$ cat config.mk
export PLATFORM = sky130hd
export DESIGN_NAME = id_ex_operand_stage
export DESIGN_NICKNAME = d
export VERILOG_FILES = /design/src/rtl/cpu_pkg.sv /design/src/rtl/operand_forward_mux.sv /design/src/rtl/id_ex_operand_stage.sv
export SDC_FILE = /design/constraint.sdc
export NUM_CORES = 1
export LEC_CHECK = 0
export ABC_AREA = 0
export CELL_PAD_IN_SITES_DETAIL_PLACEMENT = 1
export CELL_PAD_IN_SITES_GLOBAL_PLACEMENT = 2
export CORE_MARGIN = 1.5
export CORE_UTILIZATION = 21
export CTS_CLUSTER_SIZE = 30
export DETAILED_ROUTE_END_ITERATION = 10
export PLACE_DENSITY_LB_ADDON = 0.1
export SYNTH_ARGS = -nofsm -noshare
export SYNTH_HDL_FRONTEND = slang
export SYNTH_SLANG_ARGS = --single-unit
export TNS_END_PERCENT = 5
$ cat constraint.sdc
create_clock -name clock -period 2.5 [get_ports clock]
set_clock_uncertainty 0.15 [all_clocks]
set_input_delay 0.5 -clock clock [delete_from_list [all_inputs] [get_ports clock]]
set_output_delay 0.5 -clock clock [all_outputs]
set_load 0.005 [all_outputs]
$ cat src/rtl/cpu_pkg.sv
// Shared CPU datapath widths, forward-select encoding and the ID/EX register layout.
package cpu_pkg;

    localparam int DATA_W = 16;
    localparam int ADDR_W = 3;
    localparam int CTRL_W = 8;
    localparam int BCNT_W = 16;

    typedef enum logic [1:0] {
        FWD_RF  = 2'd0,
        FWD_WB  = 2'd1,
        FWD_MEM = 2'd2,
        FWD_EX  = 2'd3
    } fwd_sel_e;

    typedef struct packed {
        logic              vld;
        logic [DATA_W-1:0] a_dat;
        logic [DATA_W-1:0] b_dat;
        logic [ADDR_W-1:0] rd;
        logic              is_load;
        logic              reg_write;
        logic [CTRL_W-1:0] ctrl;
    } idex_t;

endpackage

$ cat src/rtl/operand_forward_mux.sv
// Priority forward select for one source operand (EX > MEM > WB > register file).
// Latency: combinational.
// Backpressure: none; pure datapath.
module operand_forward_mux
    import cpu_pkg::*;
(
    input  logic [ADDR_W-1:0] src_i,
    input  logic              used_i,
    input  logic              ex_vld_i,
    input  logic [ADDR_W-1:0] ex_rd_i,
    input  logic [DATA_W-1:0] ex_dat_i,
    input  logic              mem_vld_i,
    input  logic [ADDR_W-1:0] mem_rd_i,
    input  logic [DATA_W-1:0] mem_dat_i,
    input  logic              wb_vld_i,
    input  logic [ADDR_W-1:0] wb_rd_i,
    input  logic [DATA_W-1:0] wb_dat_i,
    input  logic [DATA_W-1:0] rf_dat_i,
    output logic [DATA_W-1:0] dat_o
);

    fwd_sel_e sel;

    always_comb begin
        sel = FWD_RF;
        if (used_i) begin
            if (ex_vld_i && (ex_rd_i == src_i))
                sel = FWD_EX;
            else if (mem_vld_i && (mem_rd_i == src_i))
                sel = FWD_MEM;
            else if (wb_vld_i && (wb_rd_i == src_i))
                sel = FWD_WB;
        end
    end

    always_comb begin
        case (sel)
            FWD_EX:  dat_o = ex_dat_i;
            FWD_MEM: dat_o = mem_dat_i;
            FWD_WB:  dat_o = wb_dat_i;
            default: dat_o = rf_dat_i;
        endcase
    end

endmodule

$ cat src/rtl/id_ex_operand_stage.sv
// Decode/operand stage: RAW forwarding from EX/MEM/WB, load-use bubble, ID/EX register.
// Latency: 1 cycle from acceptance to out_valid; a load-use dependency adds one bubble.
// Backpressure: in_ready drops on ex_hold or load-use; ex_hold freezes the ID/EX register.
module id_ex_operand_stage
    import cpu_pkg::*;
(
    input  logic              clock,
    input  logic              reset,
    input  logic              in_valid,
    output logic              in_ready,
    input  logic [ADDR_W-1:0] in_rs,
    input  logic [ADDR_W-1:0] in_rt,
    input  logic [ADDR_W-1:0] in_rd,
    input  logic              in_reads_rs,
    input  logic              in_reads_rt,
    input  logic              in_use_imm,
    input  logic [DATA_W-1:0] in_imm,
    input  logic              in_is_load,
    input  logic              in_reg_write,
    input  logic [CTRL_W-1:0] in_ctrl,
    output logic [ADDR_W-1:0] rf_rreg1,
    output logic [ADDR_W-1:0] rf_rreg2,
    input  logic [DATA_W-1:0] rf_rdata1,
    input  logic [DATA_W-1:0] rf_rdata2,
    input  logic [DATA_W-1:0] ex_result,
    input  logic              mem_valid,
    input  logic              mem_reg_write,
    input  logic [ADDR_W-1:0] mem_rd,
    input  logic [DATA_W-1:0] mem_result,
    input  logic              wb_we,
    input  logic [ADDR_W-1:0] wb_wr,
    input  logic [DATA_W-1:0] wb_wd,
    input  logic              ex_hold,
    input  logic              flush,
    output logic              out_valid,
    output logic [DATA_W-1:0] out_a,
    output logic [DATA_W-1:0] out_b,
    output logic [ADDR_W-1:0] out_rd,
    output logic              out_is_load,
    output logic              out_reg_write,
    output logic [CTRL_W-1:0] out_ctrl,
    output logic [BCNT_W-1:0] bubble_count
);

    idex_t             idex_q, idex_d;
    logic [BCNT_W-1:0] bubble_q, bubble_d;
    logic [DATA_W-1:0] fwd_a, fwd_b;
    logic              ex_fwd_vld, mem_fwd_vld, load_use;

    assign rf_rreg1 = in_rs;
    assign rf_rreg2 = in_rt;

    // A load in EX has no data yet, so it must never be an EX forward source.
    assign ex_fwd_vld  = idex_q.vld && idex_q.reg_write && !idex_q.is_load;
    assign mem_fwd_vld = mem_valid && mem_reg_write;

    operand_forward_mux u_fwd_rs (
        .src_i     (in_rs),
        .used_i    (in_reads_rs),
        .ex_vld_i  (ex_fwd_vld),
        .ex_rd_i   (idex_q.rd),
        .ex_dat_i  (ex_result),
        .mem_vld_i (mem_fwd_vld),
        .mem_rd_i  (mem_rd),
        .mem_dat_i (mem_result),
        .wb_vld_i  (wb_we),
        .wb_rd_i   (wb_wr),
        .wb_dat_i  (wb_wd),
        .rf_dat_i  (rf_rdata1),
        .dat_o     (fwd_a)
    );

    operand_forward_mux u_fwd_rt (
        .src_i     (in_rt),
        .used_i    (in_reads_rt),
        .ex_vld_i  (ex_fwd_vld),
        .ex_rd_i   (idex_q.rd),
        .ex_dat_i  (ex_result),
        .mem_vld_i (mem_fwd_vld),
        .mem_rd_i  (mem_rd),
        .mem_dat_i (mem_result),
        .wb_vld_i  (wb_we),
        .wb_rd_i   (wb_wr),
        .wb_dat_i  (wb_wd),
        .rf_dat_i  (rf_rdata2),
        .dat_o     (fwd_b)
    );

    assign load_use = in_valid && idex_q.vld && idex_q.is_load && idex_q.reg_write &&
                      ((in_reads_rs && (idex_q.rd == in_rs)) ||
                       (in_reads_rt && !in_use_imm && (idex_q.rd == in_rt)));

    assign in_ready = !ex_hold && !load_use;

    always_comb begin
        idex_d   = idex_q;
        bubble_d = bubble_q;
        if (flush) begin
            idex_d.vld = 1'b0;
        end else if (!ex_hold) begin
            if (load_use) begin
                idex_d.vld = 1'b0;
                if (bubble_q != {BCNT_W{1'b1}})
                    bubble_d = bubble_q + 1'b1;
            end else begin
                idex_d.vld       = in_valid;
                idex_d.a_dat     = fwd_a;
                idex_d.b_dat     = in_use_imm ? in_imm : fwd_b;
                idex_d.rd        = in_rd;
                idex_d.is_load   = in_is_load;
                idex_d.reg_write = in_reg_write;
                idex_d.ctrl      = in_ctrl;
            end
        end
    end

    always_ff @(posedge clock) begin
        if (reset) begin
            idex_q   <= '0;
            bubble_q <= '0;
        end else begin
            idex_q   <= idex_d;
            bubble_q <= bubble_d;
        end
    end

    assign out_valid     = idex_q.vld;
    assign out_a         = idex_q.a_dat;
    assign out_b         = idex_q.b_dat;
    assign out_rd        = idex_q.rd;
    assign out_is_load   = idex_q.is_load;
    assign out_reg_write = idex_q.reg_write;
    assign out_ctrl      = idex_q.ctrl;
    assign bubble_count  = bubble_q;

endmodule

# Word level (Yosys, flattened, before mapping)
# Cells that the tools add are included.
# word_totals
ff_bits	62
input_bits	132
output_inout_bits	69
# classes
add_sub_neg	1
eq_ne	13
muxes	12
bitwise	3
n_reduce_logical	25
# ops
op	count
16-bit one-hot mux with 3 select lines	2
3-bit equality test	6
1-bit logical AND	17
16-bit by 1-bit adder with 16-bit output (second input constant)	1
16-bit 2-to-1 mux	1
16-bit != test (second input constant)	1
2-bit 2-to-1 mux	6
2-bit equality test (second input constant)	4
2-bit by 1-bit equality test with 1-bit output (second input constant)	2
1-bit zero test	4
4-bit AND reduction	1
1-bit 2-to-1 mux	3
1-bit NOT	3
3-bit AND reduction	1
2-bit OR reduction	1
1-bit logical OR	1

# Logic depth before layout (Yosys ltp)
# depth
ltp_word	9
ltp_mapped	9

# Cells and area by module
# Synthesis repeated with hierarchy kept, for this count alone.
# unflattened
cells_unflattened	461
hier_area_um2	4095.2
# by_module_without_submodules
mod	instances	cells_per_inst	area_per_inst_um2	seq_area_each_um2
id_ex_operand_stage	1	317	2683.8	1241.2
operand_forward_mux	2	72	705.7	0.0

# Worst setup path after synthesis
# Ideal clock, no wire load.
# synth_timing
path_kind	input -> register
from	in in_use_imm
to	reg bubble_q[10] (netlist: bubble_count[10])
setup_ns	0.123
t_arrival_ns	2.052
setup_slack_ns	0.175
cell_stages	8
n_path_buf	2
cell_sequence	buf_2 -> nand2b_1 -> nor4_2 -> o21bai_1 -> buf_2 -> nor3_2 -> nand4_1 -> mux2_1
# synth_between
elab_chain_len	6
# synth_rtl
element	line	rtl
start: declaration	id_ex_operand_stage.sv:16	input logic in_use_imm,
1-bit zero test	id_ex_operand_stage.sv:91	(in_reads_rt && !in_use_imm && (idex_q.rd == in_rt)));
1-bit logical AND (2 in a row)	id_ex_operand_stage.sv:91	
1-bit logical OR	id_ex_operand_stage.sv:90	((in_reads_rs && (idex_q.rd == in_rs)) ||
1-bit logical AND	id_ex_operand_stage.sv:89	assign load_use = in_valid && idex_q.vld && idex_q.is_load && idex_q.reg_write &&
4-bit AND reduction (no source line)	-	
end signal: assignment	id_ex_operand_stage.sv:123	bubble_q <= bubble_d;
end: declaration	id_ex_operand_stage.sv:46	logic [BCNT_W-1:0] bubble_q, bubble_d;
# Every way passes these cells.
# A chain may end at the register's enable or synchronous reset.

# Final worst setup path
# layout_timing
from	in in_rt[1]
to	out in_ready
# layout_between
elab_chain_len	6
# layout_rtl
element	line	rtl
start: declaration	id_ex_operand_stage.sv:12	input logic [ADDR_W-1:0] in_rt,
3-bit equality test	id_ex_operand_stage.sv:91	
1-bit logical AND	id_ex_operand_stage.sv:91	
1-bit logical OR	id_ex_operand_stage.sv:90	
1-bit logical AND	id_ex_operand_stage.sv:89	
1-bit zero test	id_ex_operand_stage.sv:93	assign in_ready = !ex_hold && !load_use;
1-bit logical AND	id_ex_operand_stage.sv:93	
end: declaration	id_ex_operand_stage.sv:10	output logic in_ready,
# Every way passes these cells.

==> flow_metrics.env <==
export IMPL_status="complete, no violations"
export IMPL_async_reset_ff_share_pct=0
export IMPL_yosysUniqueCellTypes=50
export IMPL_nets=802
export IMPL_drcViolationCount=0
export IMPL_post_route_min_period_ps=2490
export IMPL_maxSlewViolCount=0
export IMPL_path_class="in2out"
export IMPL_ant_nets=0
export IMPL_final_cell_area_um2=6710
export IMPL_worstPathRequired_ps=1850
export IMPL_cts_buffer_depth=2
export IMPL_firstDrtPassIters=4
export IMPL_max_slew_margin_pct=73.0
export IMPL_critPathArrivalTime_ps=1840
export IMPL_io_buffers=200
export IMPL_first_iter_violations=123
export IMPL_core_um2=16800
export IMPL_place_ws_ps=-543
export IMPL_finalHoldViolations=0
export IMPL_yosysSeqAreaShare_pct=34.2
export IMPL_clkTransAtPathRegs_ps=50
export IMPL_ctsHtreeMaxLevel=3
export IMPL_ys_warnings_count=0
export IMPL_overflow=0
export IMPL_root_buffer="clkbuf_16"
export IMPL_leakage_uw=0.00248
export IMPL_grt_pass1_wl_um=26200
export IMPL_synth_edf_count=0
export IMPL_die_w_um=134
export IMPL_antenna_found_initial=2
export IMPL_clock_latency_ps=340
export IMPL_end_kind="primary output"
export IMPL_drive_above_1_share_pct=16.2
export IMPL_num_io_pins=201
export IMPL_grt_pass1_vias=4640
export IMPL_post_cts_setup_buffer_count=0
export IMPL_setup_worst_path_start="in_rt[1]"
export IMPL_layout_common_cells="187 x clkdlybuf4s50_1, 62 x dfxtp_1, 55 x buf_4, 49 x nor2_1, 31 x nand2_1"
export IMPL_syn2layout_area_growth_pct=84.8
export IMPL_vias=4392
export IMPL_critPathLaunchType="input pin"
export IMPL_cts_tree="done"
export IMPL_syn_nets=565
export IMPL_worst_pin_slew_ps=404
export IMPL_synth_top_flop_cell="dfxtp_1"
export IMPL_cp_endpoint="in_ready"
export IMPL_dpl_hpwl_um=13100
export IMPL_tns_ps=0
export IMPL_worstRegToRegCells=7
export IMPL_cap_viol_max_count=0
export IMPL_worstHoldPathType="reg2reg"
export IMPL_placed_cell_area_um2=6280
export IMPL_rows=47
export IMPL_grt_max_degree=30
export IMPL_setup_violations=0
export IMPL_peakVddDrop_v=0.000359
export IMPL_synthCells=432
export IMPL_wl_um=17100
export IMPL_track_usage_pct=19.1
export IMPL_rr_endpoint="out_b[10]"
export IMPL_powerDensity_nw_per_um2=464
export IMPL_r2r_setup_slack_ps=150
export IMPL_start_util_pct=21.6
export IMPL_place_congestion=0.767
export IMPL_rsz0062_at_grt="true"
export IMPL_setup_ws_ps=7.50
export IMPL_die_area_um2=18100
export IMPL_postCtsHoldBufs=0
export IMPL_cts_sinks=62
export IMPL_post_drt_wl_per_cell_um=19.1
export IMPL_die_h_um=134
export IMPL_routed_via_density=4.91
export IMPL_cp_max_fo=4
export IMPL_syn_avg_cell_area_um2=8.40
export IMPL_period_share_pct=99.7
export IMPL_p_total_uw=3110
export IMPL_cts_buffers=9
export IMPL_rr_startpoint="out_rd[1]"
export IMPL_clock_fmax_mhz=401
export IMPL_syn_area_um2=3630
export IMPL_final_common_cell="clkdlybuf4s50_1"
export IMPL_ys_ff_latch=62
[cell type report]
type	count	area, um^2
fillers	1914	10100
repair buffers	264	2580
multi-input cells	326	2270
flip-flops and latches	62	1240
well taps	220	275
clock buffers	12	246
clock inverters	4	70.1
inverters	6	22.5
diodes	1	2.50
[metrics by stage]
| step | hold WS [ps] | utilization (%) | std cells |
|---|---|---|---|
| 2_1_floorplan | 303 | - | 432 |
| 6_report | 304 | 40.0 | 895 |
| 5_1_grt | 329 | 40.0 | 895 |
| 3_3_place_gp | 293 | 37.5 | 878 |
| 3_5_place_dp | 303 | 37.5 | 878 |
| 4_1_cts | 311 | 39.7 | 894 |
[cells in the mapped netlist (2+ instances only)]
library cell / n / share of area [%]
or2_2: 2 / 0.34
a32o_1: 3 / 0.83
nand2_1: 32 / 3.3
nor3_1: 6 / 0.83
a221oi_1: 19 / 4.6
a21oi_1: 30 / 4.1
and4_1: 2 / 0.48
xor2_1: 15 / 3.6
nand3b_1: 2 / 0.41
nand3_1: 7 / 0.97
nor4_1: 9 / 1.6
buf_6: 3 / 0.93
a22o_1: 13 / 3.1
nor2b_1: 3 / 0.52
a211oi_1: 30 / 6.2
o221ai_1: 13 / 3.1
nor2_1: 49 / 5.1
buf_4: 7 / 1.4
or3_1: 3 / 0.52
mux2i_1: 4 / 1.1
o211a_1: 3 / 0.83
nand2b_1: 2 / 0.34
dfxtp_1: 62 / 34
and2b_1: 3 / 0.62
o21a_1: 14 / 2.9
inv_1: 6 / 0.62
o21ai_0: 6 / 0.83
nand4_1: 9 / 1.6
buf_2: 5 / 0.69
a22oi_1: 17 / 3.5
nand4b_1: 2 / 0.48
clkbuf_1: 22 / 2.3
xnor2_1: 12 / 2.9
[state kept, by name, indices dropped and copies added (netlist names)]
register and cells:
out_rd 3, out_reg_write 1, bubble_count 16, out_b 16, out_ctrl 8, out_valid 1
out_is_load 1, out_a 16
[worst max-delay path, cell delays in order]
cell and delay (ps):
dlygate4sd2_1 320, xor2_2 200, nor4_4 310, o21bai_1 120
nor2b_1 130, dlygate4sd2_1 270
[per-layer routing]
| metal | wire, um | GRT usage, % | vias up |
|---|---|---|---|
| met5 | 13 | 0 | - |
| met4 | 300 | 5.50 | 2 |
| met3 | 901 | 5.37 | 20 |
| met2 | 8240 | 31.7 | 143 |
| met1 | 7620 | 24.2 | 2114 |
| li1 | - | - | 2113 |
[worst min path at each step]
stage	start	to	slack, ps	cells past startpoint
after global routing	out_ctrl[4]	out_ctrl[4]	330	2
after CTS	out_ctrl[6]	out_ctrl[6]	310	2
after floorplan	out_ctrl[0]	out_ctrl[0]	300	2
final	out_ctrl[2]	out_ctrl[2]	300	2
after global placement	out_ctrl[2]	out_ctrl[2]	290	2
after detailed placement	out_ctrl[6]	out_ctrl[6]	300	2
[power by group]
group          leakage, uW  internal [uW]  switching [uW]
Clock             0.000157            897             475
Sequential        0.000507           1030            29.5
Combinational      0.00181            410             267
Total              0.00248           2340             772
[cell families (layout without fill, tap and decap cells)]
logic type / count (synthesis) / in the layout / synth area share, %
and+or+nand+nor: 140 / 140 / 19.6
DFF: 62 / 62 / 34.2
AOI/OAI and AO/OA: 152 / 152 / 31.2
buffers and inverters: 44 / 286 / 6.38
adders and majority gates: 1 / 1 / 0.345
xor gates and xnor gates: 27 / 27 / 6.52
other: 0 / 1 / 0
muxes: 6 / 6 / 1.83
[repair_timing]
action	CTS	global route
setup endpoints to repair	34	33
resized for setup	18	12
gates cloned	0	0
pin swaps	2	2
(Power assumes the default switching activity.)
